===== src/rtl/adder_seq_ctrl_pkg.sv =====
// Shared encodings for the shift-add / restoring-divide MUL/DIV sequencer.
// Latency: n/a (types and constants only).
// Backpressure: n/a.
package adder_seq_ctrl_pkg;

  // Sequencer states; the encoding is fixed so debug taps can decode it.
  typedef enum logic [1:0] {
    ST_IDLE = 2'd0,
    ST_RUN  = 2'd1,
    ST_DONE = 2'd2
  } state_t;

  localparam logic OP_MUL = 1'b0;
  localparam logic OP_DIV = 1'b1;

  // Index of the final iteration; 16 passes run with the counter at 0..15.
  localparam int LAST_ITER = 15;

endpackage


===== src/rtl/adder_16bits.sv =====
// 16-bit add/subtract cell shared by the MUL/DIV sequencer.
// Latency: combinational.
// Backpressure: none; ctr=1 computes a-b as a+~b+1, co=1 meaning no borrow.
module adder_16bits (
  input  logic [15:0] a,
  input  logic [15:0] b,
  input  logic        ctr,
  output logic [15:0] s,
  output logic        co
);

  logic [15:0] b_eff;

  // Invert the second operand for subtraction; the carry-in supplies the +1.
  always_comb begin
    b_eff   = b ^ {16{ctr}};
    {co, s} = {1'b0, a} + {1'b0, b_eff} + {16'd0, ctr};
  end

endmodule


===== src/rtl/adder_seq_ctrl.sv =====
// Unsigned 16x16 multiply (shift-add) and 16/16 divide (restoring) on one shared adder.
// Latency: done 17 cycles after an accepted start (1 cycle for divide by zero).
// Backpressure: start is only honoured in IDLE; requests while busy or done are dropped.
module adder_seq_ctrl
  import adder_seq_ctrl_pkg::*;
#(
  parameter int WIDTH  = 16,
  parameter int ITER_W = 5
) (
  input  logic             clk,
  input  logic             rst,
  input  logic             start,
  input  logic             op,
  input  logic [WIDTH-1:0] a,
  input  logic [WIDTH-1:0] b,
  output logic             busy,
  output logic             done,
  output logic [WIDTH-1:0] result_lo,
  output logic [WIDTH-1:0] result_hi,
  output logic             div_by_zero
);

  // The datapath is hard-wired to the 16-bit adder cell.
  if (WIDTH != 16) begin : g_bad_width
    $error("adder_seq_ctrl: WIDTH must be 16 to match adder_16bits");
  end

  state_t            state, state_nxt;
  logic              op_q;
  logic [ITER_W-1:0] counter;
  logic [WIDTH-1:0]  p_hi, p_lo, m;
  logic [WIDTH-1:0]  p_hi_nxt, p_lo_nxt;
  logic [WIDTH-1:0]  add_a, add_b, add_s;
  logic              add_ctr, add_co;
  logic              div_ok;
  logic              last_iter;
  logic              start_dbz;

  assign last_iter = (counter == ITER_W'(LAST_ITER));
  assign start_dbz = (op == OP_DIV) && (b == '0);

  adder_16bits u_adder (
    .a   (add_a),
    .b   (add_b),
    .ctr (add_ctr),
    .s   (add_s),
    .co  (add_co)
  );

  // Adder operand steering and the per-iteration register update; adder held quiet outside RUN.
  always_comb begin
    add_a    = '0;
    add_b    = '0;
    add_ctr  = 1'b0;
    div_ok   = 1'b0;
    p_hi_nxt = p_hi;
    p_lo_nxt = p_lo;
    if (state == ST_RUN) begin
      if (op_q == OP_MUL) begin
        add_a    = p_hi;
        add_b    = p_lo[0] ? m : '0;
        p_hi_nxt = {add_co, add_s[WIDTH-1:1]};
        p_lo_nxt = {add_s[0], p_lo[WIDTH-1:1]};
      end else begin
        add_a    = {p_hi[WIDTH-2:0], p_lo[WIDTH-1]};
        add_b    = m;
        add_ctr  = 1'b1;
        // A set top bit means the 17-bit partial remainder beats any divisor.
        div_ok   = p_hi[WIDTH-1] | add_co;
        p_hi_nxt = div_ok ? add_s : add_a;
        p_lo_nxt = {p_lo[WIDTH-2:0], div_ok};
      end
    end
  end

  // State register.
  always_ff @(posedge clk) begin
    if (rst) state <= ST_IDLE;
    else     state <= state_nxt;
  end

  // Next-state and handshake outputs.
  always_comb begin
    state_nxt = state;
    busy      = 1'b0;
    done      = 1'b0;
    case (state)
      ST_IDLE: begin
        if (start) state_nxt = start_dbz ? ST_DONE : ST_RUN;
      end
      ST_RUN: begin
        busy = 1'b1;
        if (last_iter) state_nxt = ST_DONE;
      end
      ST_DONE: begin
        done      = 1'b1;
        state_nxt = ST_IDLE;
      end
      default: state_nxt = ST_IDLE;
    endcase
  end

  // Operand capture, iteration registers and result hold.
  always_ff @(posedge clk) begin
    if (rst) begin
      op_q        <= OP_MUL;
      counter     <= '0;
      p_hi        <= '0;
      p_lo        <= '0;
      m           <= '0;
      result_lo   <= '0;
      result_hi   <= '0;
      div_by_zero <= 1'b0;
    end else begin
      case (state)
        ST_IDLE: begin
          if (start) begin
            op_q        <= op;
            div_by_zero <= 1'b0;
            if (start_dbz) begin
              result_lo   <= '1;
              result_hi   <= a;
              div_by_zero <= 1'b1;
            end else begin
              p_hi    <= '0;
              p_lo    <= a;
              m       <= b;
              counter <= '0;
            end
          end
        end
        ST_RUN: begin
          p_hi    <= p_hi_nxt;
          p_lo    <= p_lo_nxt;
          counter <= counter + ITER_W'(1);
          // Results must already be valid in the done cycle, so take the final pass directly.
          if (last_iter) begin
            result_lo <= p_lo_nxt;
            result_hi <= p_hi_nxt;
          end
        end
        default: ;
      endcase
    end
  end

endmodule


===== config.mk =====
export PLATFORM = sky130hd
export DESIGN_NAME = adder_seq_ctrl
export DESIGN_NICKNAME = d
export VERILOG_FILES = /design/src/rtl/adder_seq_ctrl_pkg.sv /design/src/rtl/adder_16bits.sv /design/src/rtl/adder_seq_ctrl.sv
export SDC_FILE = /design/constraint.sdc
export NUM_CORES = 1
export LEC_CHECK = 0
export CORE_ASPECT_RATIO = 0.75
export CORE_MARGIN = 2
export CORE_UTILIZATION = 41
export CTS_BUF_LIST = sky130_fd_sc_hd__clkbuf_8 sky130_fd_sc_hd__clkbuf_16
export DETAILED_ROUTE_END_ITERATION = 8
export DONT_BUFFER_PORTS = 1
export GPL_ROUTABILITY_DRIVEN = 0
export PLACE_DENSITY_LB_ADDON = 0.08
export SYNTH_ARGS = -nofsm -noshare
export SYNTH_HDL_FRONTEND = slang
export SYNTH_HIERARCHICAL = 1
export SYNTH_SLANG_ARGS = --single-unit

===== constraint.sdc =====
create_clock -name clk -period 5.1 [get_ports clk]
set_input_delay 1.02 -clock clk [delete_from_list [all_inputs] [get_ports clk]]
set_output_delay 1.02 -clock clk [all_outputs]
set_load 0.05 [all_outputs]

* Yosys cells after proc, flatten, opt, wreduce, memory -nomap -nowiden *
Index checks and enable logic that the tools add are counted.

cells by class
  add/subtract/negate cells = 3
  multiply operators = 0
  divide/modulo/power cells = 0
  order comparisons = 0
  equal/unequal tests = 7
  shift-type cells = 0
  mux-type cells = 34
  bitwise gates (word level) = 3
  reduce and logical (&&, ||, !) cells = 9

operators by type and width
  cell                   number
  $mux W16               18
  $pmux W16 S2           4
  $add A16 B16 Y17       1
  $add A17 B1 Y17        1
  $logic_not A16 Y1      1
  $xor A16 B16 Y16       1
  $mux W5                2
  $pmux W5 S2            1
  $ne A2 B2 Y1 const B   4
  $mux W2                3
  $reduce_and A3 Y1      2
  $add A5 B1 Y5 const B  1
  $eq A5 B4 Y1 const B   1
  $mux W1                5
  $pmux W2 S2            1
  $reduce_and A2 Y1      2
  $reduce_and A4 Y1      1
  $eq A2 B1 Y1 const B   1
  $eq A2 B2 Y1 const B   1
  $logic_not A2 Y1       1
  $reduce_bool A2 Y1     1
  $logic_and A1 B1 Y1    1
  $not A1 Y1             1
  $or A1 B1 Y1           1

storage, ports and cells
  register bits after elaboration = 89
  latch bits = 0
  RAM bits = 0
  bits in read-only memories = 0
  bits of input ports = 36
  output and inout bits = 35
  word-level logic and storage cells = 65
  memories kept = 0

* Logic depth before layout (Yosys ltp) *
  depth after elaboration = 11
  gate-level depth with buffers = 21
  mapped depth without buffers = 16

* Modules after synthesis *
The synthesis kept the hierarchy.

by module, submodules not included
  module          times used  cells an instance  area an instance (µm²)  sequential area each (µm²)
  adder_seq_ctrl  1           554                5024.8                  1781.7
  adder_16bits    1           122                919.6                   0.0

* Worst setup path after synthesis *
No wires, ideal clock.

  path kind = reg2reg
  start = register op_q
  end = register result_hi[0]
  library setup time = 0.081 ns
  arrival = 4.086 ns
  required time = 5.019 ns
  setup slack = 0.934 ns
  stages on the path, launching flop included = 21
  buffers on the path = 8
  clock period less this slack = 4.166 ns
  cell sequence = dfxtp_1 > buf_2 > buf_4 > buf_2 > buf_4 > and2_1 > buf_4 > buf_2 > xor2_1 > ha_1 > buf_2 > a21oi_2 > o21ai_0 > a21o_1 > a221oi_2 > o21ai_1 > a21o_1 > clkbuf_1 > o311a_1 > o21a_1 > a211oi_2

between the ends
  longest elaborated chain between the ends = 10
  elaborated cells on any way between the ends = 14
  those cells by class = add/sub (2); mux (10); bitwise (2)

RTL lines
  what                      line                   source
  start: declaration        adder_seq_ctrl.sv:29   logic op_q;
  start signal: assignment  adder_seq_ctrl.sv:118  op_q <= op;
  $mux W1 (*)               adder_seq_ctrl.sv:59   if (op_q == OP_MUL) begin
  $mux W1 (*)               adder_seq_ctrl.sv:58   if (state == ST_RUN) begin
  via add_ctr               adder_seq_ctrl.sv:34   logic add_ctr, add_co;
  $xor A16 B16 Y16          adder_16bits.sv:16     b_eff = b ^ {16{ctr}};
  $add A16 B16 Y17          adder_16bits.sv:17     {co, s} = {1'b0, a} + {1'b0, b_eff} + {16'd0, ctr};
  $add A17 B1 Y17 (*)       adder_16bits.sv:17
  via add_co                adder_seq_ctrl.sv:34
  $or A1 B1 Y1 (*)          adder_seq_ctrl.sv:69   div_ok = p_hi[WIDTH-1] | add_co;
  $mux W16 (*)              adder_seq_ctrl.sv:70   p_hi_nxt = div_ok ? add_s : add_a;
  $mux W16 (*)              adder_seq_ctrl.sv:59
  $mux W16 (*)              adder_seq_ctrl.sv:137  if (last_iter) begin
  $pmux W16 S2 (*)          adder_seq_ctrl.sv:115  case (state)
  end signal: assignment    adder_seq_ctrl.sv:139  result_hi <= p_hi_nxt;
  end: declaration          adder_seq_ctrl.sv:19   output logic [WIDTH-1:0] result_hi,

The timed path passes the listed nets; every way through them passes the cells marked *. The select of a mux whose other input is x is not followed.
A chain may end at the register's enable or synchronous reset.

* Final worst setup path *
  start = register state[0]
  end = register p_lo[0]

between the ends
  longest elaborated chain between the ends = 8
  elaborated cells on any way between the ends = 15
  those cells by class = add/sub (2); eq/ne (3); mux (5); bitwise (2); reduce/logical (3)

RTL lines
  what                      line                   source
  start: declaration        adder_seq_ctrl.sv:28   state_t state, state_nxt;
  start signal: assignment  adder_seq_ctrl.sv:79   else state <= state_nxt;
  $eq A2 B1 Y1              adder_seq_ctrl.sv:58
  $mux W16                  adder_seq_ctrl.sv:58
  via add_b[1]              adder_seq_ctrl.sv:33   logic [WIDTH-1:0] add_a, add_b, add_s;
  $xor A16 B16 Y16          adder_16bits.sv:16
  $add A16 B16 Y17          adder_16bits.sv:17
  $add A17 B1 Y17           adder_16bits.sv:17
  via add_co                adder_seq_ctrl.sv:34
  $or A1 B1 Y1              adder_seq_ctrl.sv:69
  $mux W16                  adder_seq_ctrl.sv:59
  $pmux W16 S2              adder_seq_ctrl.sv:115
  end signal: assignment    adder_seq_ctrl.sv:134  p_lo <= p_lo_nxt;
  end: declaration          adder_seq_ctrl.sv:31   logic [WIDTH-1:0] p_hi, p_lo, m;

The timed path passes the listed nets, and every way through them passes these cells.

==> out/metrics.yaml <==
status: "complete, no violations"
syn_area_mm2: 0.00594
crit_fanout: 28
clock_path_buffers: 2
ys_ff_latch: 89
finalCritPeriodShare: 0.895
syn2layout_area_growth_pct: 4.61
r2r-end: "p_lo[0]"
cts.clk_slew.worst_paths_ps: 60
dp_hpwl_um: 10900
diodes: 0
p_int_w: 0.00119
p_clk_frac: 0.404
irDropWorstVdd_uv: 169
total_power_w: 0.00161
place_ws_ps: 578
p_sw_w: 0.000424
seq_power_share: 0.466
drtPass1Iterations: 5
critPathKind: "flop to flop"
die_y_um: 108
grt_pass1_vias: 4646
timing.reg2reg.setup_slack_ps: 530
setup_ws_ps: 534
synthAdderAreaFrac: 0.0413
synth_top_family_by_area: "compound AO/OA/AOI/OAI gates"
drv_slew: 0
async_flop_share: 0
drive_above_1_share: 0.0846
dieArea_mm2: 0.0155
hold_buffers: 0
power_density_mw_per_mm2: 259
arrival_ps: 4860
grt_max_degree: 140
cpPeakStageDelay_ps: 680
drt_iter0_drc: 291
synth_edf_count: 0
cts_tree: "yes"
grt_use_total: 0.206
start_util: 0.415
num_rows: 38
core_mm2: 0.0143
nets: 690
wirelength_um: 15500
finalSetupTns_ps: 0
clk_latency_ps: 350
synthMuxAreaShare: 0.108
synthXorXnorAreaFrac: 0.0413
cts_max_level: 3
finalClockSkew_ps: 6.64
viasPerCell: 5.65
critPathSlowestCell: "a21o_1"
num_io_pins: 71
reg2reg_from: "state[0]"
power_frac_comb: 0.130
syn_nets: 731
hold_depth: 1
slew_headroom: 0.188
hold_viol_final: 0
yosysWarningCount: 6
fin_util: 0.435
dp_cells: 824
overflow: 0
cts_sinks: 89
tightest_slew_ps: 1220
cts_setup_buffers: 0
wl_per_cell_um: 18.5
maxCapViolations: 0
drc: 0
rsz0062_at_grt: "no"
io_buffers: 0
ant_nets: 0
grt_antenna_before_repair: 0
syn_area_per_cell_um2: 8.79
cts_root_buf: "clkbuf_16"
synth-compound-area-share: 0.276
grt_first_pass_wirelength_um: 25200
cts-resized-gates: 0
vias: 4736
finalNonFillerCells: 838
setup_viol: 0
ys_seq_area_frac: 0.300
worstHoldStart: "counter[3]"
ys_types: 58
synthCells: 676
required_ps: 5390
cts_inserted_buffers: 9
cp-end-kind: "flop"
min_to: "counter[3]"
fmax_ghz: 0.219
startpoint_type: "flop"
die_w_um: 143
synth-simple-area-share: 0.165
post-route-min-period_ps: 4570
rr_worst_depth: 18
power_leakage_nw: 2.35
synth_ff_type: "dfxtp_1"
switching_share: 0.264
worstHoldPathType: "flop to flop"
crit_chain: "nand2b_2 -> buf_4 -> nor2_1 -> buf_4 -> and2_1 -> xor2_1 -> inv_1 -> fa_1 -> and2b_1 -> o2111ai_1 -> a21boi_1 -> a221oi_2 -> o21ai_1 -> a21o_1 -> nor2_1 -> a211o_1 -> a21oi_1 -> mux2_2"
critical path, delay by kind of cell, from the launching register on:
family,cells,cell delay (ps)
compound gates,7,1950
simple gates,5,850
buf+inv,3,460
xor+xnor,1,190
fa+ha+maj,1,420
mux,1,160
flops,1,460
layout make-up:
class                           count  area [um^2]
Clock buffer                        9          225
Clock inverter                      5         51.3
Fill cell                        1412         8090
Inverter                           21         78.8
Multi-Input combinational cell    504         3750
Sequential cell                    89         1780
Tap cell                          200          250
Timing Repair Buffer               10         75.1
how the worst max path moves through the flow:
stage	startpoint	to	slack, ps	cells after the start
4_1_cts	state[1]	p_lo[0]	540	18
3_5_place_dp	state[0]	p_lo[0]	580	18
6_report	state[0]	p_lo[0]	530	18
2_1_floorplan	op_q	result_hi[0]	930	20
3_3_place_gp	state[1]	p_hi[15]	750	18
5_1_grt	state[0]	p_lo[0]	120	18
metal layers:
| layer | track usage | wire [um] | up-vias |
|---|---|---|---|
| met5 | 0 | 0 | - |
| met1 | 0.293 | 7790 | 2263 |
| met4 | 0.0573 | 208 | 0 |
| met2 | 0.300 | 6610 | 91 |
| li1 | - | - | 2364 |
| met3 | 0.0642 | 933 | 18 |
power by group through the flow:
stage	logic [W]	clock network, W	registers, W
4_1_cts	0.000210	0.000666	0.000750
2_1_floorplan	0.000188	0	0.000755
5_1_grt	0.000231	0.000697	0.000753
3_3_place_gp	0.000205	0	0.000765
3_5_place_dp	0.000208	0	0.000765
6_report	0.000209	0.000651	0.000750
logic make-up after synthesis:
logic type,Yosys count
AOI/OAI and AO/OA,216
buffers and inverters,83
adders and majority gates,19
DFF,89
muxes,64
and+or+nand+nor,177
xor gates and xnor gates,28
registers in the layout (all words and copies together), names as in the netlist:
name,cells
counter,5
div_by_zero,1
m,16
op_q,1
p_hi,16
p_lo,16
result_hi,16
result_lo,16
state,2
synthesized netlist by cell type (3+ instances only):
cell type,instances,share of area
nand3b_1,3,0.0038
dfxtp_1,89,0.30
xnor2_1,8,0.012
o21a_1,21,0.027
a21oi_1,32,0.027
buf_1,3,0.0019
and2_1,17,0.018
a31oi_1,5,0.0053
nor2_1,50,0.032
nand2_1,12,0.0076
and3_1,7,0.0074
buf_4,8,0.010
a211oi_2,16,0.034
o32ai_1,16,0.024
a2bb2oi_1,14,0.021
o21ai_0,37,0.031
o21ai_1,3,0.0025
nor2b_1,4,0.0042
ha_1,18,0.038
nor4_1,3,0.0032
xor2_1,20,0.029
clkbuf_1,25,0.016
a211o_1,16,0.024
mux2i_1,63,0.11
o311a_1,15,0.025
buf_2,20,0.017
a211oi_1,17,0.021
buf_6,6,0.011
a21o_1,6,0.0076
nand2b_1,64,0.067
inv_1,20,0.013
stage by stage:
stage	hold WS, ps	instance area, um^2
5_1_grt	499	6220
6_report	470	6220
4_1_cts	473	6220
3_3_place_gp	458	5940
2_1_floorplan	439	5940
3_5_place_dp	458	5940
cell usage in the layout, fill, tap and decap left out, types with 4 or more instances in the layout:
| cell type | instances |
|---|---|
| dfxtp_1 | 88 |
| nand2b_1 | 64 |
| mux2i_1 | 63 |
| nor2_1 | 50 |
| o21ai_0 | 37 |
| a21oi_1 | 31 |
| inv_1 | 22 |
| o21a_1 | 21 |
| xor2_1 | 20 |
| ha_1 | 18 |
| and2_1 | 17 |
| a211oi_1 | 17 |
| o32ai_1 | 16 |
| a211o_1 | 16 |
| a211oi_2 | 16 |
| o311a_1 | 15 |
| a2bb2oi_1 | 14 |
| nand2_1 | 12 |
| buf_4 | 10 |
| clkbuf_16 | 9 |
| xnor2_1 | 8 |
| and3_1 | 7 |
| a21o_1 | 6 |
| a31oi_1 | 5 |
| nor2b_1 | 4 |
Power figures use the tool's default switching activity.
